## config.mk

```make
export PLATFORM = sky130hd
export DESIGN_NAME = dmem_sample_streamer
export DESIGN_NICKNAME = d
export VERILOG_FILES = /design/src/rtl/dmem_sample_streamer.sv
export SDC_FILE = /design/constraint.sdc
export NUM_CORES = 1
export LEC_CHECK = 0
export ABC_CLOCK_PERIOD_IN_PS = 2400
export BUFFER_PORTS_ARGS = -buffer_cell sky130_fd_sc_hd__clkbuf_2
export CAP_MARGIN = 20
export CORE_AREA = 2 2 109 69
export DETAILED_ROUTE_END_ITERATION = 10
export DIE_AREA = 0 0 111 71
export PLACE_DENSITY = 0.79
export SETUP_SLACK_MARGIN = 0.5
export SYNTH_ARGS = -nofsm -noshare
export SYNTH_HDL_FRONTEND = slang
export SYNTH_SLANG_ARGS = --single-unit
```

## constraint.sdc

```tcl
create_clock -name clk -period 2.4 [get_ports clk]
set_input_delay 0.12 -clock clk [delete_from_list [all_inputs] [get_ports clk]]
set_output_delay 0.12 -clock clk [all_outputs]
set_load 0.01 [all_outputs]
```

## src/rtl/dmem_sample_streamer.sv

```systemverilog
`default_nettype none
// =============================================================================
// dmem_sample_streamer : walks the sample memory from a base address and emits
// FRAME_LEN-word frames as a valid/ready stream (checksum: DMEM_STREAM_CHECKSUM_EN)
// Revision 1.0 - initial release
// =============================================================================
module dmem_sample_streamer #(
  parameter int AW        = 9,
  parameter int DW        = 16,
  parameter int FRAME_LEN = 20
) (
  input  logic          clk,
  input  logic          rst_n,
  input  logic          start,
  input  logic          abort,
  input  logic [AW-1:0] base_addr,
  input  logic [7:0]    num_frames,
  output logic [AW-1:0] mem_a,
  input  logic [DW-1:0] mem_q,
  output logic          m_valid,
  input  logic          m_ready,
  output logic [DW-1:0] m_data,
  output logic          m_last,
  output logic          m_eos,
  output logic          busy,
  output logic          done,
  output logic [DW-1:0] checksum
);

  localparam int            FW          = (FRAME_LEN > 1) ? $clog2(FRAME_LEN) : 1;
  localparam logic [FW-1:0] C_FRAME_END = FW'(FRAME_LEN - 1);
  localparam logic [15:0]   C_FRAME_LEN = 16'(FRAME_LEN);

  typedef enum logic [1:0] {
    S_IDLE   = 2'd0,
    S_FETCH  = 2'd1,
    S_STREAM = 2'd2,
    S_DONE   = 2'd3
  } state_t;

  state_t        r_state, w_next;
  logic [AW-1:0] r_mem_a;
  logic [DW-1:0] r_m_data;
  logic          r_m_valid, r_m_last, r_m_eos, r_busy, r_done;
  logic [15:0]   r_word_cnt, r_total;
  logic [FW-1:0] r_frame_pos;

  logic w_xfer, w_start_acc, w_abort, w_load, w_finish;

  assign w_xfer      = r_m_valid & m_ready;
  assign w_start_acc = (r_state == S_IDLE) & start & ~abort;
  assign w_abort     = abort & (r_state != S_IDLE);
  // Counters hold the index of the word that will be loaded next.
  assign w_load      = ~abort & ((r_state == S_FETCH) |
                                 ((r_state == S_STREAM) & w_xfer & ~r_m_eos));
  assign w_finish    = ~abort & (r_state == S_STREAM) & w_xfer & r_m_eos;

  always_comb begin
    w_next = r_state;
    case (r_state)
      S_IDLE:   if (w_start_acc) w_next = (num_frames != 8'd0) ? S_FETCH : S_DONE;
      S_FETCH:  w_next = S_STREAM;
      S_STREAM: if (w_finish) w_next = S_DONE;
      S_DONE:   w_next = S_IDLE;
      default:  w_next = S_IDLE;
    endcase
    if (w_abort) w_next = S_IDLE;
  end

  always_ff @(posedge clk or negedge rst_n) begin
    if (!rst_n) r_state <= S_IDLE;
    else        r_state <= w_next;
  end

  always_ff @(posedge clk or negedge rst_n) begin
    if (!rst_n) begin
      r_mem_a     <= '0;
      r_m_data    <= '0;
      r_m_valid   <= 1'b0;
      r_m_last    <= 1'b0;
      r_m_eos     <= 1'b0;
      r_busy      <= 1'b0;
      r_done      <= 1'b0;
      r_word_cnt  <= '0;
      r_total     <= '0;
      r_frame_pos <= '0;
    end else begin
      r_busy <= (w_next == S_FETCH) || (w_next == S_STREAM);
      r_done <= (w_next == S_DONE);
      if (w_start_acc) begin
        r_mem_a     <= base_addr;
        r_word_cnt  <= '0;
        r_frame_pos <= '0;
        r_total     <= 16'(num_frames) * C_FRAME_LEN;
      end else if (w_load) begin
        r_mem_a     <= r_mem_a + AW'(1);
        r_m_data    <= mem_q;
        r_m_valid   <= 1'b1;
        r_m_last    <= (r_frame_pos == C_FRAME_END);
        r_m_eos     <= (r_word_cnt == r_total - 16'd1);
        r_word_cnt  <= r_word_cnt + 16'd1;
        r_frame_pos <= (r_frame_pos == C_FRAME_END) ? '0 : r_frame_pos + FW'(1);
      end else if (w_abort || w_finish) begin
        r_m_valid <= 1'b0;
        r_m_last  <= 1'b0;
        r_m_eos   <= 1'b0;
      end
    end
  end

  assign mem_a   = r_mem_a;
  assign m_data  = r_m_data;
  assign m_valid = r_m_valid;
  assign m_last  = r_m_last;
  assign m_eos   = r_m_eos;
  assign busy    = r_busy;
  assign done    = r_done;

`ifdef DMEM_STREAM_CHECKSUM_EN
  logic [DW-1:0] r_checksum;

  // An abort in the same cycle as a transfer cancels that word's contribution.
  always_ff @(posedge clk or negedge rst_n) begin
    if (!rst_n)                                         r_checksum <= '0;
    else if (w_start_acc)                               r_checksum <= '0;
    else if (~abort && (r_state == S_STREAM) && w_xfer) r_checksum <= r_checksum + r_m_data;
  end

  assign checksum = r_checksum;
`else
  assign checksum = '0;
`endif

endmodule
`default_nettype wire

```

==> results by group, run 1 <==
Layout
  – Antenna diodes: 0
  – Fillers: 432
  – Ratio of cells with drive above 1 in the final layout: 34.10%
  – Area of combinational cells with multiple inputs: ~2200 um^2
  – Total area of sequential cells: 1602 um^2
  – Final #Nets: 576
  – Synthesis-to-finish area growth: 41.22%

Hold path
  – Class of the worst hold path: in -> reg

Timing
  – Relative slew margins: around half
  – Measured slew at the worst slew-check pin: 0.7616 ns
  – Total setup violations reported at the end of the flow: 0
  – Unrepaired setup endpoints after global routing: true
  – Max Fclk: 432.1 MHz
  – Time the final worst path needs with I/O delays and setup: 2.314 ns
  – Skew final: 0.007087 ns
  – Portion of the clock cycle consumed by the worst path in the final layout: 96.42%
  – PnR worst setup slack: 0.08594 ns
  – Max Transition Viols Final: 0
  – Number of hold violations in the final report: 0
  – Setup_tns: 0 ns

Logic synthesis
  – Largest cells by area after synthesis: dfrtp_1 44%, nand2_1 9.3%, ha_1 6.9%
  – Most used DFF post-synth: dfrtp_1
  – Total of flip-flops plus latches after synthesis: 64
  – EDFF count, synth: 0
  – Cell accounting for the most synthesized area: dfrtp_1
  – Cell count after synthesis: between 300 and 400
  – Async S/R FF share, synth: between 90% and 100%
  – Post-Synthesis Mean Instance Area: 9.069 um^2
  – Post-synthesis sequential area ratio: 44.26%
  – Cell area after synthesis: 3618 um^2
  – Number of warning messages in the yosys log: 0
  – Fraction of synthesized cell area taken by the top area cell type: 44.26%
  – Number of distinct library cells after synthesis: 46

Power
  – Cell Int Power: 0.003223 W
  – Highest ir drop seen on vdd: about 810 uV
  – Net Sw Frac: 40.67%
  – Combinational group share of total power: 42.9%
  – P_leak: 2.528 nW
  – Net switching component of the power: 0.002209 W
  – Power per standard cell area: 1063 nW/um^2
  – Share of power burned in the clock network: 23.9%
  – Sequential cell fraction of total power: 33.1%

Global routing
  – Global route total overflow: 0
  – Antenna violations before repair: 0
  – Total routing usage reported by global routing: 25.56%
  – Largest net degree at the start of global routing: 37
  – Via count of the first global-routing pass: 3,165
  – Global-route wire length before repair: 15.75 mm

Flow run
  – Max-cap violation count: 0

Drt
  – Iter 0 DRT Violations: 321
  – Count of nets left with antenna violations after detail routing: 0
  – Via count: 3,694
  – Count of unresolved DRC violations after routing: 0
  – Post-detailed-routing wire length: approximately 13 mm
  – Number of vias per cell after detailed routing: 6.026
  – First-pass detailed-route iteration total: 5
  – Routed WL per cell: 20.50 um

Die
  – Full die area: 7881 um^2
  – Die outline width: 111 um
  – Boundary pin count: 84
  – Effective utilization at floorplan: 52.16%
  – Core outline area: 6937 um^2
  – Height of the die: 71 um
  – Number of core rows: 24

CTS
  – Clock input transition at the sequential cells of the worst setup and hold paths: roughly 0.060 ns
  – Number of CTS-inserted buffers: 9
  – Clock root buffer master: clkbuf_16
  – Source-to-sink clock delay at the later pin of the worst-skew pair: 0.34 ns
  – TritonCTS clock tree: yes
  – Number of levels in the clock H-tree: 3
  – Sinks on Clock Net: 64
  – Max Root-Sink Buffers: 2

Status
  – Run status: complete, no violations

Place
  – Routability cong.: 0.8852
  – Port Buffers: 67
  – DPL Wire Length: 6.331 mm
  – Setup slack after placement: 0.1735 ns

Worst setup path
  – Required time of the critical path: 2.62 ns
  – Top fanout value on the critical path: 4
  – Worst setup path category: reg -> reg
  – Data arrival time of the critical path: around 2.5 ns
  – Crit path capture type: register
  – Type of element launching the critical path: register
[synthesized netlist by cell type (2+ instances only)]
| cell | instances |
|---|---|
| a21o_1 | 4 |
| a21oi_1 | 13 |
| a221o_1 | 5 |
| a22oi_1 | 2 |
| a311oi_1 | 2 |
| a31oi_1 | 2 |
| and2_1 | 4 |
| and3_1 | 8 |
| buf_2 | 5 |
| buf_4 | 16 |
| clkbuf_1 | 6 |
| dfrtp_1 | 64 |
| ha_1 | 20 |
| inv_1 | 9 |
| mux2i_1 | 2 |
| nand2_1 | 90 |
| nand2b_1 | 2 |
| nand3_1 | 9 |
| nand3b_1 | 2 |
| nand4_1 | 6 |
| nor2_1 | 23 |
| nor2b_1 | 2 |
| nor3_1 | 7 |
| nor3b_1 | 5 |
| nor4_1 | 3 |
| o2111ai_1 | 2 |
| o21ai_0 | 31 |
| o21bai_1 | 3 |
| o311ai_0 | 2 |
| o31ai_1 | 2 |
| or3_1 | 4 |
| xnor2_1 | 15 |
| xor2_1 | 16 |
[sequential cells by signal, summed over array words and instances (netlist names)]
register     count
r_frame_pos      5
done             1
m_eos            1
busy             1
r_word_cnt      16
m_data          16
m_valid          1
r_state          2
m_last           1
mem_a            9
r_total         11
[stage by stage]
stage / hold slack [ns] / instance area (um^2) / util, % / std cells / power (W)
finish: 0.001447 / 5110 / 73.67 / 613 / 0.005433
global route: 0.01946 / 5110 / 73.67 / 613 / 0.005643
detailed placement: 0.2101 / 4029 / 58.08 / 550 / 0.003323
global placement: 0.2022 / 4029 / 58.08 / 550 / 0.003223
floorplan: -0.1756 / 3695 / - / 414 / 0.002746
CTS: 0.003611 / 4643 / 66.94 / 594 / 0.004793
[worst paths after layout]
kind,start,slack (ns),cells after the start,endpoint
setup / recovery,r_total[3]$_DFFE_PN0P_,0.09,8,m_eos$_DFFE_PN0P_
hold / removal,base_addr[7],0.001,3,mem_a[7]$_DFFE_PN0P_
setup reg to reg,r_total[3]$_DFFE_PN0P_,0.09,8,m_eos$_DFFE_PN0P_
hold reg to reg,m_data[14]$_DFFE_PN0P_,0.49,2,m_data[14]$_DFFE_PN0P_
max in group asynchronous,rst_n,1.32,3,mem_a[3]$_DFFE_PN0P_
min in group asynchronous,rst_n,0.42,2,m_data[12]$_DFFE_PN0P_
[repair_timing]
item / in CTS / in global routing
gates cloned: 1 / 2
pin swaps: 2 / 29
endpoints found under the hold margin: 43 / 0
buffers inserted: 11 / 17
resized for setup: 16 / 80
endpoints found under the setup margin: 37 / 43
hold buffers: 16 / 0
[critical path, cell delays in order, from the launching register on]
cell	delay (ns)
dfrtp_1	0.39
inv_2	0.09
ha_4	0.15
or4b_4	0.49
o21ai_2	0.22
a21oi_2	0.09
a311oi_2	0.29
a41oi_1	0.09
o31ai_1	0.37
[final cells by class]
| cell class | count | area share, % |
|---|---|---|
| Clock buffer | 10 | 4.481 |
| Tap cell | 91 | 2.228 |
| Timing Repair Buffer | 119 | 16.58 |
| Sequential cell | 64 | 31.34 |
| Inverter | 9 | 0.6611 |
| Clock inverter | 6 | 1.175 |
| Multi-Input combinational cell | 314 | 43.54 |
[per-layer routing]
metal	part of all wire [%]	track usage (%)
met1	38	34.70
met4	5.8	10.97
met5	0	0
met2	47	39.26
met3	9.3	6.855
[placed cells by master (no fill, tap or decap), types with 5 or more instances in the layout]
cell,instances
dlygate4sd3_1,16
nand2_1,59
a221o_1,5
and3_1,8
o21ai_1,7
buf_6,7
dfrtp_1,64
nand2_4,14
inv_1,6
xnor2_1,15
nand2_2,17
xor2_1,16
nor2_1,19
nor3b_1,5
nand4_1,6
a21oi_1,10
conb_1,16
clkbuf_16,11
nand3_1,8
o21ai_0,23
clkbuf_2,67
nor3_1,6
ha_1,16
buf_4,25
[power by group through the flow]
stage	clock (W)	combinational, W	sequential (W)
2_1_floorplan	0	0.000979	0.00177
3_3_place_gp	0	0.00148	0.00174
3_5_place_dp	0	0.00156	0.00176
4_1_cts	0.00129	0.00176	0.00174
5_1_grt	0.00135	0.00247	0.00182
6_report	0.00130	0.00233	0.00180
[kinds of logic after synthesis]
logic type      synth area share [%]
other cells                   0.1036
xor+xnor                       7.503
compound gates                 12.72
mux                           0.5533
buf+inv                        5.671
simple gates                   21.71
fa+ha+maj                      7.469
flops                          44.26
Power figures use the tool's default switching activity.
==> inputs of run 2 (changes only) <==
CORE_AREA = 2 2 145 91   (was 2 2 109 69)
DIE_AREA = 0 0 147 93   (was 0 0 111 71)
PLACE_DENSITY = default   (was 0.79)
==> results by group, run 2 (synthesis gave the netlist of run 1 again) <==
Status
  – Run status: complete, no violations

Place
  – Port Buffers: 67
  – Routability cong.: around 0.84
  – DPL Wire Length: 6.537 mm
  – Number of cells after detailed placement: 631
  – Placed cell area: between 4000 and 5000 um^2

Drt
  – Count of nets left with antenna violations after detail routing: 0
  – Via count: around 3,200
  – Met2 wirelength from detailed routing: between 4 and 5 mm
  – Count of unresolved DRC violations after routing: 0
  – Met1 Routed Length: 4.415 mm
  – First-pass detailed-route iteration total: 5
  – Top routing layer in use: met4
  – Iter 0 DRT Violations: 180
  – Routed WL per cell: 13.96 um
  – Post-detailed-routing wire length: 9.534 mm
  – Detailed route wirelength on metal3: 643 um
  – Number of vias per cell after detailed routing: 4.714

Worst setup path
  – Worst setup path category: reg -> reg
  – Top fanout value on the critical path: 6
  – Type of element launching the critical path: register
  – Crit path capture type: register
  – Required time of the critical path: 2.64 ns
  – Critical register-to-register path startpoint: r_state[0]$_DFF_PN0_
  – Data arrival time of the critical path: 2.28 ns
  – FF-to-FF setup slack: 0.35 ns
  – Reg2Reg Capture Point: m_eos$_DFFE_PN0P_
  – R2r worst-path depth: 8

Hold path
  – Hold Path Cell Cnt: 3
  – Class of the worst hold path: in -> reg
  – Endpoint of the worst hold path: m_data[3]$_DFFE_PN0P_
  – Startpoint of the worst hold path: mem_q[3]

CTS
  – Sinks on Clock Net: 64
  – Number of CTS-inserted buffers: 9
  – TritonCTS clock tree: yes
  – Number of levels in the clock H-tree: 3
  – Clock input transition at the sequential cells of the worst setup and hold paths: roughly 0.05 ns
  – Source-to-sink clock delay at the later pin of the worst-skew pair: 0.33 ns
  – Max Root-Sink Buffers: 2
  – Clock root buffer master: clkbuf_16

Die
  – Height of the die: around 93 um
  – Full die area: about 14,000 um^2
  – Die outline width: 147 um
  – Number of core rows: 32
  – Boundary pin count: between 80 and 90
  – Effective utilization at floorplan: 29.15%
  – Core outline area: about 12,000 um^2

Layout
  – Antenna diodes: 0
  – Non-filler cells, final: about 680
  – Final instance area: 4872 um^2
  – Top library cells by usage in the layout, fill and taps aside: 88 x nand2_1, 67 x clkbuf_2, 64 x dfrtp_1, 25 x o21ai_0, 22 x buf_4
  – Most common library cell in the layout ignoring fill and taps: nand2_1
  – Synthesis-to-finish area growth: 34.65%
  – Final #Nets: 568
  – Ratio of cells with drive above 1 in the final layout: 27.10%

Global routing
  – Global-route wire length before repair: 15.10 mm
  – Antenna violations before repair: 0
  – Total routing usage reported by global routing: 13.79%
  – Via count of the first global-routing pass: 3,061
  – Largest net degree at the start of global routing: 31
  – Global route total overflow: 0

Power
  – Power per standard cell area: 993.8 nW/um^2
  – P_leak: 2.354 nW
  – Highest ir drop seen on vdd: 354.8 uV

Timing
  – Measured slew at the worst slew-check pin: around 0.79 ns
  – Relative slew margins: 47.48%
  – Max Fclk: 488.9 MHz
  – Portion of the clock cycle consumed by the worst path in the final layout: a little under nine tenths
  – Setup_tns: 0 ns
  – Total setup violations reported at the end of the flow: 0
  – Skew final: 0.007606 ns
  – Unrepaired setup endpoints after global routing: true
  – Time the final worst path needs with I/O delays and setup: 2.045 ns
  – Max Transition Viols Final: 0
  – Number of hold violations in the final report: 0

Flow run
  – Max-cap violation count: 0
## run 2: area by class of cell
| class | count | area [um^2] |
|---|---|---|
| clock buffers | 12 | 256.5 |
| clock inverters | 3 | 17.52 |
| fillers | 1227 | 7540 |
| inverters | 9 | 33.78 |
| multi-input cells | 314 | 2013 |
| flip-flops and latches | 64 | 1602 |
| well taps | 170 | 212.7 |
| repair buffers | 111 | 737.0 |
## run 2: through the flow
| step | total power [W] | worst slack (ns) | hold slack (ns) | util, % |
|---|---|---|---|---|
| after floorplan | 0.002746 | 0.4539 | -0.1756 | - |
| after global placement | 0.003261 | 0.3180 | 0.2322 | 33.31 |
| after detailed placement | 0.003315 | 0.2637 | 0.2510 | 33.31 |
| after CTS | 0.004618 | 0.4005 | 0.00001316 | 37.16 |
| after global routing | 0.005200 | 0.2834 | 0.01739 | 39.25 |
| final | 0.004842 | 0.3545 | 0.01676 | 39.25 |
## run 2: critical path: stages (launching register included)
cell and delay [ns]:
dfrtp_1 0.39, inv_2 0.06, ha_2 0.17, and4b_2 0.31
o21ai_4 0.10, a21o_2 0.27, nor4_2 0.29, nand4b_1 0.12
o31ai_1 0.24
## run 2: layer usage
layer | track usage (%) | up-vias
met5 | 0 | -
met4 | 3.686 | 0
met3 | 4.195 | 6
met2 | 21.52 | 92
met1 | 18.70 | 1558
li1 | - | 1564
## run 2: what timing repair did
action                     CTS  global route
gates cloned                 0             1
pin swaps                    0             3
setup buffers                3            17
gates resized for setup      6            33
setup endpoints to repair   34            51
hold buffers                16             0
hold endpoints to repair    43             0
## run 2: worst max-delay path by stage
| stage | slack, ns | start | depth (start not counted) | end |
|---|---|---|---|---|
| after CTS | 0.40 | r_total[3]$_DFFE_PN0P_ | 8 | m_eos$_DFFE_PN0P_ |
| after global routing | 0.28 | r_state[0]$_DFF_PN0_ | 8 | m_eos$_DFFE_PN0P_ |
| after floorplan | 0.45 | r_total[2]$_DFFE_PN0P_ | 8 | m_eos$_DFFE_PN0P_ |
| after detailed placement | 0.26 | num_frames[1] | 10 | r_total[11]$_DFFE_PN0P_ |
| final | 0.35 | r_state[0]$_DFF_PN0_ | 8 | m_eos$_DFFE_PN0P_ |
| after global placement | 0.32 | num_frames[1] | 10 | r_total[11]$_DFFE_PN0P_ |
## run 2: power by group
| part | switching, W | total (W) | leakage [nW] | internal [W] |
|---|---|---|---|---|
| Clock | 0.000453 | 0.00120 | 0.134 | 0.000745 |
| Combinational | 0.00102 | 0.00189 | 1.39 | 0.000872 |
| Sequential | 0.000338 | 0.00175 | 0.835 | 0.00141 |
